$ cat config.mk
export PLATFORM = sky130hd
export DESIGN_NAME = uart_rx_param
export DESIGN_NICKNAME = d
export VERILOG_FILES = /design/src/rtl/uart_pkg.sv /design/src/rtl/uart_rx_sampler.sv /design/src/rtl/uart_rx_param.sv
export SDC_FILE = /design/constraint.sdc
export NUM_CORES = 1
export LEC_CHECK = 0
export BUFFER_PORTS_ARGS = -buffer_cell sky130_fd_sc_hd__buf_4
export CAP_MARGIN = 20
export CORE_MARGIN = 2
export CORE_UTILIZATION = 45
export CTS_BUF_LIST = sky130_fd_sc_hd__clkbuf_8 sky130_fd_sc_hd__clkbuf_16
export DETAILED_ROUTE_END_ITERATION = 8
export PLACE_DENSITY = 0.73
export SETUP_SLACK_MARGIN = 0.2
export SLEW_MARGIN = 30
export SYNTH_ARGS = -nofsm -noshare
export SYNTH_HDL_FRONTEND = slang
export SYNTH_SLANG_ARGS = --single-unit
$ cat constraint.sdc
create_clock -name Clk -period 5.1 [get_ports Clk]
set_input_delay 1.02 -clock Clk [delete_from_list [all_inputs] [get_ports Clk]]
set_output_delay 1.02 -clock Clk [all_outputs]
set_load 0.01 [all_outputs]
$ cat src/rtl/uart_pkg.sv
// Shared UART definitions: parity modes, receiver FSM encoding, baud divider helper.
package uart_pkg;
  localparam int PAR_NONE = 0;
  localparam int PAR_ODD  = 1;
  localparam int PAR_EVEN = 2;

  typedef enum logic [2:0] {
    ST_IDLE, ST_START, ST_DATA, ST_PARITY, ST_STOP, ST_BREAK
  } rx_state_e;

  function automatic int bit_cnt(input longint clk_hz, input longint baud);
    return int'(clk_hz / baud);
  endfunction
endpackage

$ cat src/rtl/uart_rx_sampler.sv
// Rx synchroniser, falling-edge detect and 3-sample majority vote around mid-bit.
module uart_rx_sampler #(
  parameter int CNT_W = 13,
  parameter int MID   = 2604
) (
  input  logic             Clk,
  input  logic             Reset,
  input  logic             Rx,
  input  logic [CNT_W-1:0] cnt,
  output logic             rx_sync,
  output logic             fall_edge,
  output logic             vote
);
  localparam logic [CNT_W-1:0] SMP0 = CNT_W'(MID - 1);
  localparam logic [CNT_W-1:0] SMP1 = CNT_W'(MID);

  logic       meta;
  logic       rx_prev;
  logic [1:0] smp;

  always_ff @(posedge Clk) begin
    if (Reset) begin
      meta    <= 1'b1;
      rx_sync <= 1'b1;
      rx_prev <= 1'b1;
      smp     <= 2'b11;
    end else begin
      meta    <= Rx;
      rx_sync <= meta;
      rx_prev <= rx_sync;
      if (cnt == SMP0) smp[0] <= rx_sync;
      if (cnt == SMP1) smp[1] <= rx_sync;
    end
  end

  assign fall_edge = rx_prev & ~rx_sync;
  // Third sample is the live value, so the vote is valid while cnt == MID+1.
  assign vote = (smp[0] & smp[1]) | (smp[0] & rx_sync) | (smp[1] & rx_sync);
endmodule

$ cat src/rtl/uart_rx_param.sv
// Parametrised UART receiver: configurable width, parity, stop bits; reports
// parity and framing errors with each received word.
module uart_rx_param
  import uart_pkg::*;
#(
  parameter int CLK_FREQ  = 50_000_000,
  parameter int BAUD      = 9600,
  parameter int DATA_BITS = 8,
  parameter int PARITY    = 0,
  parameter int STOP_BITS = 1
) (
  input  logic                 Clk,
  input  logic                 Reset,
  input  logic                 Rx,
  output logic [DATA_BITS-1:0] Data_out,
  output logic                 en_data_out,
  output logic                 Parity_err,
  output logic                 Frame_err,
  output logic                 Busy
);
  localparam int BIT_CNT = bit_cnt(CLK_FREQ, BAUD);
  localparam int MID     = BIT_CNT / 2;
  localparam int CW      = $clog2(BIT_CNT);
  localparam int IW      = $clog2(DATA_BITS);

  if (DATA_BITS < 5 || DATA_BITS > 9 || PARITY < 0 || PARITY > 2 ||
      (STOP_BITS != 1 && STOP_BITS != 2) || BIT_CNT < 8) begin : g_param_chk
    $fatal(1, "uart_rx_param: illegal parameter combination");
  end

  localparam logic [CW-1:0] CNT_LAST  = CW'(BIT_CNT - 1);
  localparam logic [CW-1:0] CNT_VOTE  = CW'(MID + 1);
  localparam logic [IW-1:0] BIT_LAST  = IW'(DATA_BITS - 1);
  localparam logic          STOP_LAST = (STOP_BITS == 2);
  localparam logic          ODD       = (PARITY == PAR_ODD);

  rx_state_e            state;
  logic [CW-1:0]        cnt;
  logic [IW-1:0]        bit_idx;
  logic                 stop_idx;
  logic [DATA_BITS-1:0] shreg;
  logic                 par_err;
  logic                 frm_err;
  logic                 rx_sync;
  logic                 fall_edge;
  logic                 vote;
  logic                 at_vote;
  logic                 at_wrap;
  logic                 frm_now;

  uart_rx_sampler #(.CNT_W(CW), .MID(MID)) u_smp (
    .Clk       (Clk),
    .Reset     (Reset),
    .Rx        (Rx),
    .cnt       (cnt),
    .rx_sync   (rx_sync),
    .fall_edge (fall_edge),
    .vote      (vote)
  );

  assign at_vote = (cnt == CNT_VOTE);
  assign at_wrap = (cnt == CNT_LAST);
  assign frm_now = frm_err | ~vote;

  always_ff @(posedge Clk) begin
    if (Reset) begin
      state       <= ST_IDLE;
      cnt         <= '0;
      bit_idx     <= '0;
      stop_idx    <= 1'b0;
      shreg       <= '0;
      par_err     <= 1'b0;
      frm_err     <= 1'b0;
      Data_out    <= '0;
      en_data_out <= 1'b0;
      Parity_err  <= 1'b0;
      Frame_err   <= 1'b0;
      Busy        <= 1'b0;
    end else begin
      en_data_out <= 1'b0;
      Parity_err  <= 1'b0;
      Frame_err   <= 1'b0;
      cnt         <= at_wrap ? '0 : cnt + 1'b1;
      case (state)
        ST_IDLE: begin
          cnt <= '0;
          if (fall_edge) begin
            state   <= ST_START;
            Busy    <= 1'b1;
            par_err <= 1'b0;
            frm_err <= 1'b0;
          end
        end
        ST_START: begin
          if (at_vote && vote) begin
            state <= ST_IDLE;
            Busy  <= 1'b0;
          end else if (at_wrap) begin
            state   <= ST_DATA;
            bit_idx <= '0;
          end
        end
        ST_DATA: begin
          if (at_vote) shreg <= {vote, shreg[DATA_BITS-1:1]};
          if (at_wrap) begin
            if (bit_idx == BIT_LAST) begin
              state    <= (PARITY != PAR_NONE) ? ST_PARITY : ST_STOP;
              stop_idx <= 1'b0;
            end else begin
              bit_idx <= bit_idx + 1'b1;
            end
          end
        end
        ST_PARITY: begin
          if (at_vote) par_err <= (^shreg) ^ vote ^ ODD;
          if (at_wrap) state <= ST_STOP;
        end
        ST_STOP: begin
          // Final stop bit completes the frame at its vote point, leaving half a
          // bit of slack so a back-to-back start edge is seen from IDLE.
          if (at_vote) begin
            frm_err <= frm_now;
            if (stop_idx == STOP_LAST) begin
              Data_out    <= shreg;
              en_data_out <= 1'b1;
              Parity_err  <= par_err;
              Frame_err   <= frm_now;
              if (frm_now && shreg == '0) begin
                state <= ST_BREAK;
              end else begin
                state <= ST_IDLE;
                Busy  <= 1'b0;
              end
            end
          end else if (at_wrap) begin
            stop_idx <= 1'b1;
          end
        end
        ST_BREAK: begin
          cnt <= '0;
          if (rx_sync) begin
            state <= ST_IDLE;
            Busy  <= 1'b0;
          end
        end
        default: state <= ST_IDLE;
      endcase
    end
  end
endmodule
### Word-level counts from Yosys, hierarchy flattened

Cells that the tools add are included.

* register bits after elaboration: 47
* latch bits: 0
* RAM bits: 0
* memory bits (read-only): 0
* bits of input ports: 3
* output and inout port bits: 12
* logic and storage cells: 113
* memories kept: 0

* add/sub/neg operators: 2
* multiply operators: 0
* div/mod/pow operators: 0
* order comparisons: 0
* eq/ne operators: 26
* shifts and indexed selects: 0
* muxes and demuxes: 34
* bitwise gates (word level): 13
* reductions and logical operators: 21

Operators by type and width (number)
* 2-to-1 mux 3 bit: 14
* == test 13 x 12 -> 1 bit, second input constant: 3
* != test 2 bit, second input constant: 14
* one-hot mux 3 bit (6 select lines): 1
* 2-to-1 mux 1 bit: 14
* adder 13 x 1 -> 13 bit, second input constant: 1
* == test 13 bit, second input constant: 1
* AND reduction 5 bit: 2
* == test 3 bit, second input constant: 3
* AND reduction 3 bit: 3
* logical NOT 8 bit: 1
* AND reduction 8 bit: 1
* nonzero test 2 bit: 4
* OR reduction 4 bit: 2
* XOR reduction 8 bit: 1
* AND reduction 7 bit: 1
* == test 3 x 2 -> 1 bit, second input constant: 2
* one-hot mux 1 bit (2 select lines): 3
* one-hot mux 3 bit (2 select lines): 1
* NOT 1 bit: 5
* bitwise AND 1 bit: 4
* one-hot mux 1 bit (4 select lines): 1
* nonzero test 4 bit: 1
* adder 3 x 1 -> 3 bit, second input constant: 1
* 9 further kinds: 12

### Longest topological paths before layout

Gate-level depths: netlist of the first run.

* depth after elaboration: 10
* gate-level depth with buffers: 8
* mapped depth without buffers: 7

### Modules after synthesis

A second synthesis of the first run with hierarchy kept.

* cell total of the unflattened synthesis: 249
* area, all modules: 2225.9 um2

By module, submodules not included
* uart_rx_param: instances 1, cells an instance 227, area an instance 1990.7 um2, seq. area each 840.8 um2
* uart_rx_sampler: instances 1, cells an instance 22, area an instance 235.2 um2, seq. area each 100.1 um2

### Worst setup path after synthesis of the first run

Ideal clock, no wire load.

* path kind: register -> register
* start point: reg cnt[8]
* end point: reg Data_out[4]
* setup time: 0.128 ns
* data arrival time: 2.212 ns
* required time: 4.972 ns
* slack: 2.760 ns
* cell stages (with the launch flop): 7
* path buffers: 1
* period minus slack after synthesis: 2.340 ns
* cell sequence: dfxtp_1 > or4b_4 > or4_4 > buf_6 > nor3_4 > mux2i_1 > nor2_1

* longest elaborated chain between the ends: 2

Ends and longest elaborated chain
* start: declaration: line uart_rx_param.sv:38 `logic [CW-1:0] cnt;`
* start signal: assignment: line uart_rx_param.sv:83 `cnt <= at_wrap ? '0 : cnt + 1'b1;`
* == test 13 x 12 -> 1 bit: line uart_rx_param.sv:61 `assign at_vote = (cnt == CNT_VOTE);`
* AND reduction 3 bit (no source line)
* end signal: assignment: line uart_rx_param.sv:124 `Data_out <= shreg;`
* end: declaration: line uart_rx_param.sv:15 `output logic [DATA_BITS-1:0] Data_out,`

Every way passes these cells.
A chain may end at the register's enable or synchronous reset.

### Worst setup path after layout of the first run

* start point: reg cnt[8]
* end point: reg state[0]

* longest elaborated chain between the ends: 4
* elaborated cells on any way between the ends: 10
* classes of those cells: eq/ne (6); mux (2); reduce/logical (2)

Ends and longest elaborated chain
* == test 13 x 12 -> 1 bit: line uart_rx_param.sv:61
* logical AND 1 bit: line uart_rx_param.sv:95 `if (at_vote && vote) begin`
* != test 3 bit (no source line) or 2-to-1 mux 3 bit (tied branches)
* AND reduction 8 bit (no source line) or one-hot mux 3 bit (6 select lines) (tied branches)
* end signal: assignment: line uart_rx_param.sv:107 `state <= (PARITY != PAR_NONE) ? ST_PARITY : ST_STOP;`
* end: declaration: line uart_rx_param.sv:37 `rx_state_e state;`

Parallel ways exist; a longest one is shown, timed or not.

==> results.py, run 1 <==
metrics = {
    "route": {
        "dr.pass1.iters": 4,
        "viasPerCell": 5.258,
        "wirelength_um": 4136,
        "final_antenna_net_count": 0,
        "drt_iter0_drc": 127,
        "routedWlPerCell_um": 12.42,
        "via_count": 1751,
        "drcViolationCount": 0,
    },
    "pwr": {
        "power.internal_mw": 0.5569,
        "p_seq_share_pct": 52.6,
        "p_per_area_nw_per_um2": 292.5,
        "leakagePower_nw": 0.8637,
        "pwr-share-comb_pct": 9.7,
        "power.share.clock_pct": 37.7,
        "swShare_pct": 24.77,
        "peakVddDrop_mv": 0.1582,
        "p_switching_mw": 0.1834,
    },
    "global_route": {
        "grt_util_met3_pct": 3.882,
        "overflow": 0,
        "antenna_found_initial": 0,
        "grt_max_degree": 39,
        "grt_pass1_vias": 1609,
        "track_usage_pct": 16.28,
        "grt_busiest_layer": "met2",
        "gr-usage-met2_pct": 26.90,
        "grt_pass1_wl_um": 7141,
        "use_met1_pct": 21.01,
    },
    "placement": {
        "place_worst_setup_slack_ps": 2609,
        "port_buffers": 14,
        "routabilityCongestion": 0.8840,
        "dp_cells": 325,
        "dpl.hpwl_um": 2860,
    },
    "worst_setup_path": {
        "cp.arrival_ps": 2680,
        "worstPathRequired_ps": 5290,
        "end_kind": "flip-flop",
        "crit_fanout": 7,
        "cp-start-kind": "flip-flop",
        "worst-setup-path-type": "flip-flop to flip-flop",
    },
    "floorplanning": {
        "core_area_um2": 4786,
        "die_area_um2": 5639,
        "rows": 25,
        "die_x_um": 75.10,
        "die_h_um": 75.10,
        "start_util_pct": 47.53,
        "io_pins": 15,
    },
    "timing": {
        "hold_viol": 0,
        "tns_ps": 0,
        "final.setup.worst_slack_ps": 2603,
        "tightest_slew_ps": 580.7,
        "fin_skew_ps": 7.585,
        "grt_setup_unrepaired": "false",
        "period_needed_ps": 2497,
        "fmax_mhz": 400.4,
        "setup-violations-final": 0,
        "slew_headroom_pct": 61.03,
        "finalMaxSlewViolations": 0,
        "fin_crit_sh_pct": 48.97,
    },
    "clocking": {
        "cts_hold_buf": 0,
        "path_clk_slew_ps": 90,
        "cts_buffer_depth": 2,
        "cts.repair.resized": 0,
        "htree_levels": 2,
        "clock-root-buffer": "clkbuf_8",
        "clk_latency_ps": 300,
        "post_cts_buffers": 0,
        "cts_buffers": 5,
        "tritoncts": "yes",
        "cts_sinks": 47,
    },
    "yosys": {
        "synth-edff-count": 0,
        "syn_area_um2": 2275,
        "ys_dominant_reg_cell": "dfxtp_1",
        "yosysSeqAreaShare_pct": 41.36,
        "ys_ff_latch": 47,
        "postSynthCellCount": 255,
        "syn_nets": 267,
        "synth-async-reset-ratio_pct": 0,
        "syn_avg_cell_area_um2": 8.920,
        "ys_types": 53,
        "ys_warn_count": 0,
    },
    "flow_run": {
        "cap_violations": 0,
    },
    "status": {
        "status": "finished clean",
    },
    "finish": {
        "multi_input_area_um2": 1236,
        "syn_to_final_growth_pct": 11.28,
        "fin_util_pct": 52.89,
        "drive_gt1_share_pct": 14.29,
        "layout.cells.non_filler": 333,
        "diodes": 0,
        "fill_cells": 443,
        "layout_common_cells": "dfxtp_1 (47), nor2_1 (37), a21oi_1 (14), buf_4 (14), inv_1 (13)",
        "seqCellArea_um2": 940.9,
        "nNetsFinal": 277,
        "final_common_cell": "dfxtp_1",
    },
    "hold_path": {
        "hp-class": "flip-flop to flip-flop",
    },
}
## cell usage after synthesis (3+ instances only)
library cell	count	area (um^2)
dfxtp_1	47	940.9
nor2_1	37	138.9
a21oi_1	14	70.07
inv_1	13	48.80
mux2i_1	12	120.1
clkbuf_1	10	37.54
nand2_1	10	37.54
nor3_1	10	50.05
xnor2_1	10	87.58
ha_1	9	112.6
nand3_1	7	35.03
nand2b_1	6	37.54
xor2_1	6	52.55
nand4_1	5	31.28
o21ai_0	5	25.02
nor2b_1	4	25.02
and2_1	3	18.77
mux2_2	3	33.78
or2_2	3	18.77
## stage by stage
step,hold slack (ps),instance area (um^2),power (mW)
floorplan,389.5,2275,0.4513
global route,445.3,2531,0.7774
global placement,394.4,2415,0.4691
detailed placement,401.4,2415,0.4694
finish,417.8,2531,0.7404
CTS,421.0,2531,0.7518
## state kept, by name (all words and copies together) (netlist names)
signal         count
cnt               13
Data_out           8
shreg              8
bit_idx            3
state              3
u_smp.smp          2
Busy               1
Frame_err          1
Parity_err         1
en_data_out        1
frm_err            1
par_err            1
stop_idx           1
u_smp.meta         1
u_smp.rx_prev      1
u_smp.rx_sync      1
## power by group through the flow
stage / Clock [mW] / Sequential, mW / Combinational (mW)
6_report: 0.279 / 0.390 / 0.0717
3_3_place_gp: 0 / 0.398 / 0.0707
2_1_floorplan: 0 / 0.392 / 0.0596
3_5_place_dp: 0 / 0.398 / 0.0716
4_1_cts: 0.290 / 0.389 / 0.0727
5_1_grt: 0.304 / 0.392 / 0.0815
## layout make-up
cell class / instances / share of cell area [%]
Clock buffer: 5 / 2.719
Clock inverter: 3 / 1.878
Inverter: 13 / 1.928
Multi-Input combinational cell: 184 / 48.84
Sequential cell: 47 / 37.17
Tap cell: 67 / 3.312
Timing Repair Buffer: 14 / 4.152
## worst max-delay path, cell delays in order (launching register included)
cell       delay (ps)
dfxtp_1           380
or4b_4            580
nor4_2            500
a2bb2oi_1         380
o211ai_1          200
mux2_1            350
## layer usage
layer / wire length, um / part of all wire (%) / up-vias
li1: - / - / 896
met5: 0 / 0 / -
met1: 1988 / 48 / 815
met3: 184 / 4.4 / 9
met2: 1898 / 46 / 31
met4: 64 / 1.5 / 0
## logic make-up (layout without fill, tap and decap cells)
group / after synthesis / count (layout) / share of synthesized area (%)
simple gates: 107 / 107 / 26.02
flops: 47 / 47 / 41.36
compound gates: 36 / 36 / 9.957
buf+inv: 24 / 35 / 4.291
xor+xnor: 16 / 16 / 6.160
mux: 16 / 16 / 7.261
fa+ha+maj: 9 / 9 / 4.951
## final timing paths
kind | from | endpoint | slack (ps) | cells past startpoint
worst max register to register | cnt[8]$_SDFF_PP0_ | state[0]$_SDFFE_PP0P_ | 2600 | 5
worst min-delay path | u_smp.meta$_SDFF_PP1_ | u_smp.rx_sync$_SDFF_PP1_ | 420 | 1
worst max-delay path | cnt[8]$_SDFF_PP0_ | state[0]$_SDFFE_PP0P_ | 2600 | 5
worst min register to register | u_smp.meta$_SDFF_PP1_ | u_smp.rx_sync$_SDFF_PP1_ | 420 | 1
(Power assumes the default switching activity.)
==> run 2, diff against run 1 <==
--- a/config.mk
+++ b/config.mk
@@ -5,6 +5,7 @@
 export SDC_FILE = /design/constraint.sdc
 export NUM_CORES = 1
 export LEC_CHECK = 0
+export ABC_AREA = 1
 export BUFFER_PORTS_ARGS = -buffer_cell sky130_fd_sc_hd__buf_4
 export CAP_MARGIN = 20
 export CORE_MARGIN = 2
==> constraint.sdc (replaced) <==
create_clock -name Clk -period 2.3 [get_ports Clk]
set_input_delay 0.46 -clock Clk [delete_from_list [all_inputs] [get_ports Clk]]
set_output_delay 0.46 -clock Clk [all_outputs]
set_load 0.01 [all_outputs]
==> run 2 against run 1 <==
Against the previous run:
- worst hold slack got worse by 68 ps
- clock power is 120% higher
- sequential power increased by 140%
- die area up 0.16%
- area after synthesis rose by 0.16%
- critical endpoint is now state[2]$_SDFFE_PP0P_
- flip-flop and latch count is the same
- via count is 11% higher
==> results.py, run 2 <==
metrics = {
    "worst_setup_path": {
        "worst-setup-path-type": "flip-flop to flip-flop",
        "rr_startpoint": "u_smp.rx_sync$_SDFF_PP1_",
        "startpoint": "u_smp.rx_sync$_SDFF_PP1_",
        "path_cells": "inv_1, a21oi_1, nand3_1, nand2_1, nand2_1, nand2_1, nand2_2, nand2_1, nand2_1, nor2_1",
        "critPathSlowestCell": "dfxtp_1",
        "worstPathRequired_ps": 2550,
        "cp.arrival_ps": 1960,
        "crit_top_cell": "nand2_1",
        "max_stage_delay_ps": 380,
        "end_kind": "flip-flop",
        "cp-start-kind": "flip-flop",
        "crit_fanout": 5,
    },
    "yosys": {
        "ys_types": 33,
        "yosysTopAreaCellShare_pct": 41.30,
        "syn_avg_cell_area_um2": 7.470,
        "synth_common_cells": "dfxtp_1 (47), inv_1 (45), nand2_1 (43), a21oi_1 (32), nor2_1 (30)",
        "ys_warn_count": 0,
        "yosysTopAreaCell": "dfxtp_1",
        "ys_top_cells_by_area": "dfxtp_1 (41%), inv_1 (7.4%), nand2_1 (7.1%)",
        "yosysSeqAreaShare_pct": 41.30,
        "syn_area_um2": 2278,
        "postSynthCellCount": 305,
        "ys_ff_latch": 47,
        "syn_nets": 317,
        "ys_dominant_reg_cell": "dfxtp_1",
        "synth_most_common_cell": "dfxtp_1",
        "synth-async-reset-ratio_pct": 0,
        "synth-edff-count": 0,
    },
    "timing": {
        "tns_ps": 0,
        "period_needed_ps": 1710,
        "hold_slack_ps": 349.9,
        "tightest_slew_ps": 382.5,
        "final.setup.worst_slack_ps": 589.7,
        "finalMaxSlewViolations": 0,
        "fin_crit_sh_pct": 74.36,
        "fmax_mhz": 584.7,
        "grt_setup_unrepaired": "false",
        "fin_skew_ps": 17.50,
        "hold_viol": 0,
        "setup-violations-final": 0,
        "slew_headroom_pct": 74.50,
    },
    "floorplanning": {
        "rows": 25,
        "start_util_pct": 47.30,
        "core_area_um2": 4817,
        "die_x_um": 75.16,
        "die_h_um": 75.16,
        "die_area_um2": 5648,
        "io_pins": 15,
    },
    "status": {
        "status": "finished clean",
    },
    "placement": {
        "place_worst_setup_slack_ps": 440.8,
        "dpl.hpwl_um": 3030,
        "routabilityCongestion": 0.8686,
        "placed_area_um2": 2441,
        "dp_cells": 381,
        "port_buffers": 14,
    },
    "finish": {
        "layout.cells.non_filler": 392,
        "fin_area_um2": 2579,
        "nNetsFinal": 336,
        "syn_to_final_growth_pct": 13.18,
        "largestRegisters": "cnt: 13 flops, Data_out: 8 flops, shreg: 8 flops",
        "final_common_cell": "dfxtp_1",
        "drive_gt1_share_pct": 15.38,
        "seqCellArea_um2": 940.9,
        "fin_util_pct": 53.53,
        "regMostFlops": "cnt",
        "multi_input_area_um2": 1120,
        "diodes": 0,
        "layout_common_cells": "dfxtp_1 (47), inv_1 (45), nand2_1 (43)",
        "fill_cells": 479,
        "largest_reg_flops": 13,
    },
    "global_route": {
        "track_usage_pct": 16.70,
        "grt_pass1_wl_um": 7300,
        "overflow": 0,
        "grt_max_degree": 27,
        "grt_pass1_vias": 1711,
        "antenna_found_initial": 0,
    },
    "route": {
        "wirelength_um": 4216,
        "dr.pass1.iters": 4,
        "final_antenna_net_count": 0,
        "routedWlPerCell_um": 10.76,
        "drcViolationCount": 0,
        "via_count": 1946,
        "drt_iter0_drc": 68,
        "viasPerCell": 4.964,
    },
    "pwr": {
        "p_per_area_nw_per_um2": 904.9,
        "leakagePower_nw": 1.102,
        "peakVddDrop_mv": 0.4386,
        "fin_total_pwr_mw": 2.333,
    },
    "hold_path": {
        "min-delay-start": "Rx",
        "hp-class": "primary input to flip-flop",
    },
    "clocking": {
        "htree_levels": 2,
        "tritoncts": "yes",
        "cts_buffer_depth": 2,
        "cts_hold_buf": 0,
        "cts_sinks": 47,
        "clock-root-buffer": "clkbuf_8",
        "path_clk_slew_ps": 90,
        "cts_buffers": 5,
        "clk_latency_ps": 310,
    },
    "flow_run": {
        "cap_violations": 0,
    },
}
-- run 2: changes by cell type in the layout (fill, tap and decap cells not counted), moves of 6 or more --
cell,previous run,this run
nor2_1,37,30
o21ai_0,5,25
nand2_1,10,43
nand2b_1,6,0
nand3_1,7,15
inv_1,13,45
a21oi_1,14,32
mux2i_1,12,0
xnor2_1,10,4
-- run 2: critical path, delay by kind of cell (launching register included) --
| family | cells | cell delay (ps) |
|---|---|---|
| AO/OA/AOI/OAI | 1 | 360 |
| buffers and inverters | 1 | 110 |
| flip-flops | 1 | 380 |
| AND/OR/NAND/NOR | 8 | 820 |
-- run 2: per-layer routing --
| layer | global-route usage (%) | share of wire (%) | up-vias |
|---|---|---|---|
| met3 | 4.016 | 4.3 | 6 |
| met1 | 21.86 | 50 | 873 |
| li1 | - | - | 1032 |
| met2 | 26.80 | 44 | 35 |
| met5 | 0 | 0 | - |
| met4 | 6.238 | 1.5 | 0 |
-- run 2: report_power, final --
group	leakage (nW)	switching (mW)	internal [mW]
Clock	0.0548	0.294	0.327
Sequential	0.381	0.0578	0.878
Combinational	0.666	0.493	0.284
-- run 2: layout make-up --
| cell class | count | share of cell area (%) |
|---|---|---|
| clock buffers | 5 | 2.669 |
| inverters | 49 | 7.132 |
| clock inverters | 3 | 1.795 |
| repair buffers | 18 | 5.240 |
| well taps | 67 | 3.251 |
| multi-input cells | 203 | 43.43 |
| flip-flops and latches | 47 | 36.49 |
-- run 2: worst paths after layout --
kind                               to  slack [ps]  depth (start not counted)
max             state[2]$_SDFFE_PP0P_         590                         10
min             u_smp.meta$_SDFF_PP1_         350                          2
max reg2reg     state[2]$_SDFFE_PP0P_         590                         10
min reg2reg  u_smp.rx_sync$_SDFF_PP1_         410                          1
-- run 2: kinds of logic (layout without fill, tap and decap cells) --
family / after synthesis / after routing / share of synthesized area (%)
AND/OR/NAND/NOR: 124 / 124 / 27.24
AO/OA/AOI/OAI: 65 / 65 / 15.05
buffers and inverters: 55 / 75 / 9.555
flip-flops: 47 / 47 / 41.30
adder cells (fa/ha/maj): 9 / 9 / 4.942
XOR/XNOR: 5 / 5 / 1.922
-- run 2: what timing repair did --
action	CTS	global route
setup endpoints to repair	0	2
resized for setup	0	0
setup buffers	0	3
hold endpoints to repair	0	0
==> run 3, diff against run 2 <==
==> constraint.sdc (replaced) <==
create_clock -name Clk -period 1.7 [get_ports Clk]
set_input_delay 0.34 -clock Clk [delete_from_list [all_inputs] [get_ports Clk]]
set_output_delay 0.34 -clock Clk [all_outputs]
set_load 0.01 [all_outputs]
==> run 3 against run 2 <==
Against the previous run:
- register-to-register slack got worse by 410 ps
- clock-buffer cell count unchanged
- die area unchanged
- clock skew decreased by 4.7 ps
- first-iteration DRC count decreased by 2.9%
- sequential power increased by 38%
- power increased by 42%
- worst hold slack got worse by 130 ps
- critical path depth decreased by 1
- flip-flop and latch count unchanged
- wire length increased by 21%
- maximum frequency increased by 12%
- critical path type unchanged
- critical endpoint is now shreg[1]$_SDFFE_PP0P_
- largest cell class unchanged
- largest power group is now combinational cells
==> results.py, run 3 (synthesized netlist as in run 2, its figures left out) <==
metrics = {
    "status": {
        "status": "finished clean",
    },
    "worst_setup_path": {
        "rr_startpoint": "cnt[5]$_SDFF_PP0_",
        "cp-start-kind": "flip-flop",
        "cp.arrival_ps": 1720,
        "r2r_slack_ps": 180,
        "critPathSlowestCell": "dfxtp_2",
        "timing.rr.end": "shreg[1]$_SDFFE_PP0P_",
        "crit_top_cell": "nor2_2",
        "max_stage_delay_ps": 400,
        "end_kind": "flip-flop",
        "worstPathRequired_ps": 1900,
        "r2r_cells": 9,
        "worst-setup-path-type": "flip-flop to flip-flop",
        "path_cells": "inv_2, nor2_2, nand2_1, nor2_2, nand2_2, inv_4, nand2_4, o21ai_0, a21oi_1",
        "crit_fanout": 16,
    },
    "finish": {
        "largest_reg_flops": 13,
        "fin_util_pct": 60.60,
        "diodes": 0,
        "regMostFlops": "cnt",
        "fin_area_um2": 2919,
        "final_common_cell": "inv_1",
        "multi_input_area_um2": 1351,
        "layout_common_cells": "inv_1 (38), nand2_1 (36), a21oi_1 (30)",
        "drive_gt1_share_pct": 35.71,
        "seqCellArea_um2": 973.4,
        "largestRegisters": "cnt: 13 flops, Data_out: 8 flops, shreg: 8 flops",
        "fill_cells": 427,
        "nNetsFinal": 347,
        "syn_to_final_growth_pct": 28.12,
    },
    "timing": {
        "final.setup.worst_slack_ps": 178.7,
        "tightest_slew_ps": 317.9,
        "fmax_mhz": 657.3,
        "setup-violations-final": 0,
        "grt_setup_unrepaired": "true",
        "fin_skew_ps": 12.82,
        "finalMaxSlewViolations": 0,
        "hold_viol": 0,
        "period_needed_ps": 1521,
        "tns_ps": 0,
        "fin_crit_sh_pct": 89.49,
        "slew_headroom_pct": 78.65,
    },
    "floorplanning": {
        "die_x_um": 75.16,
        "core_area_um2": 4817,
        "start_util_pct": 47.30,
        "die_h_um": 75.16,
        "rows": 25,
        "die_area_um2": 5648,
        "io_pins": 15,
    },
    "pwr": {
        "p_per_area_nw_per_um2": 1132,
        "fin_total_pwr_mw": 3.303,
        "leakagePower_nw": 1.281,
        "peakVddDrop_mv": 0.5579,
    },
    "flow_run": {
        "cap_violations": 0,
    },
    "route": {
        "m1WireLength_um": 2377,
        "final_antenna_net_count": 0,
        "drcViolationCount": 0,
        "drt_iter0_drc": 66,
        "top_layer": "met4",
        "wirelength_um": 5091,
        "viasPerCell": 5.082,
        "routedWlPerCell_um": 12.63,
        "wl_met2_um": 2479,
        "dr.pass1.iters": 4,
        "via_count": 2048,
        "wl_met3_um": 133,
    },
    "global_route": {
        "track_usage_pct": 17.72,
        "grt_pass1_wl_um": 7645,
        "antenna_found_initial": 0,
        "grt_pass1_vias": 1771,
        "overflow": 0,
        "grt_max_degree": 27,
    },
    "clocking": {
        "cts_sinks": 47,
        "cts_hold_buf": 0,
        "htree_levels": 2,
        "clock-root-buffer": "clkbuf_8",
        "cts_buffer_depth": 2,
        "clk_latency_ps": 310,
        "tritoncts": "yes",
        "path_clk_slew_ps": 100,
        "cts_buffers": 5,
    },
    "placement": {
        "routabilityCongestion": 0.8462,
        "port_buffers": 14,
        "dpl.hpwl_um": 3077,
        "placed_area_um2": 2469,
        "place_worst_setup_slack_ps": 87.51,
    },
    "hold_path": {
        "holdPathStages": 2,
        "min-delay-start": "Rx",
        "hp-class": "primary input to flip-flop",
        "hold_end": "u_smp.meta$_SDFF_PP1_",
    },
}
[run 3: changes by cell type in the layout (fill, tap and decap cells not counted), sizes merged]
cell	previous run	this run
inv	50	49
buf	18	27
bufinv	1	0
clkinv	0	2
nand3b	3	5
[run 3: routing by layer]
metal / up-vias / GRT usage [%]
met1: 957 / 23.07
li1: 1056 / -
met2: 25 / 27.97
met5: - / 0
met3: 10 / 4.418
met4: 0 / 7.602
[run 3: final cells by class]
cell class	instances	share of cell area, %
clock buffers	5	2.357
clock inverters	3	0.8573
inverters	49	6.472
multi-input cells	205	46.29
flip-flops and latches	47	33.35
well taps	67	2.872
repair buffers	27	7.801
[run 3: report_power, final]
group	internal [mW]	leakage, nW	switching [mW]	total, mW
sequential	1.20	0.391	0.0899	1.29
clock	0.294	0.0443	0.394	0.688
combinational	0.538	0.846	0.791	1.33
total	2.03	1.28	1.27	3.30
[run 3: worst max path at each step]
stage / to / slack (ps) / from / cells past startpoint
after global routing: shreg[7]$_SDFFE_PP0P_ / 70 / cnt[5]$_SDFF_PP0_ / 9
after CTS: state[2]$_SDFFE_PP0P_ / 170 / cnt[1]$_SDFF_PP0_ / 12
after detailed placement: state[2]$_SDFFE_PP0P_ / 90 / cnt[0]$_SDFF_PP0_ / 11
after floorplan: cnt[8]$_SDFF_PP0_ / 250 / cnt[0]$_SDFF_PP0_ / 8
final: shreg[1]$_SDFFE_PP0P_ / 180 / cnt[5]$_SDFF_PP0_ / 9
after global placement: state[2]$_SDFFE_PP0P_ / 170 / cnt[0]$_SDFF_PP0_ / 10
[run 3: metrics by stage]
stage,std cells,hold slack [ps]
after CTS,393,218.0
after floorplan,305,389.5
final,403,222.5
after global placement,383,403.4
after global routing,403,219.2
after detailed placement,383,405.0
[run 3: critical path, delay by kind of cell, from the launching register on]
family | cells | cell delay, ps
AO/OA/AOI/OAI | 2 | 310
buffers and inverters | 2 | 190
flip-flops | 1 | 400
AND/OR/NAND/NOR | 5 | 500
[run 3: timing repair]
item,CTS,global route
gates resized for setup,5,74
cloned,0,2
endpoints found under the hold margin,0,0
setup endpoints to repair,30,38
pin swaps,2,17
setup buffers,2,8
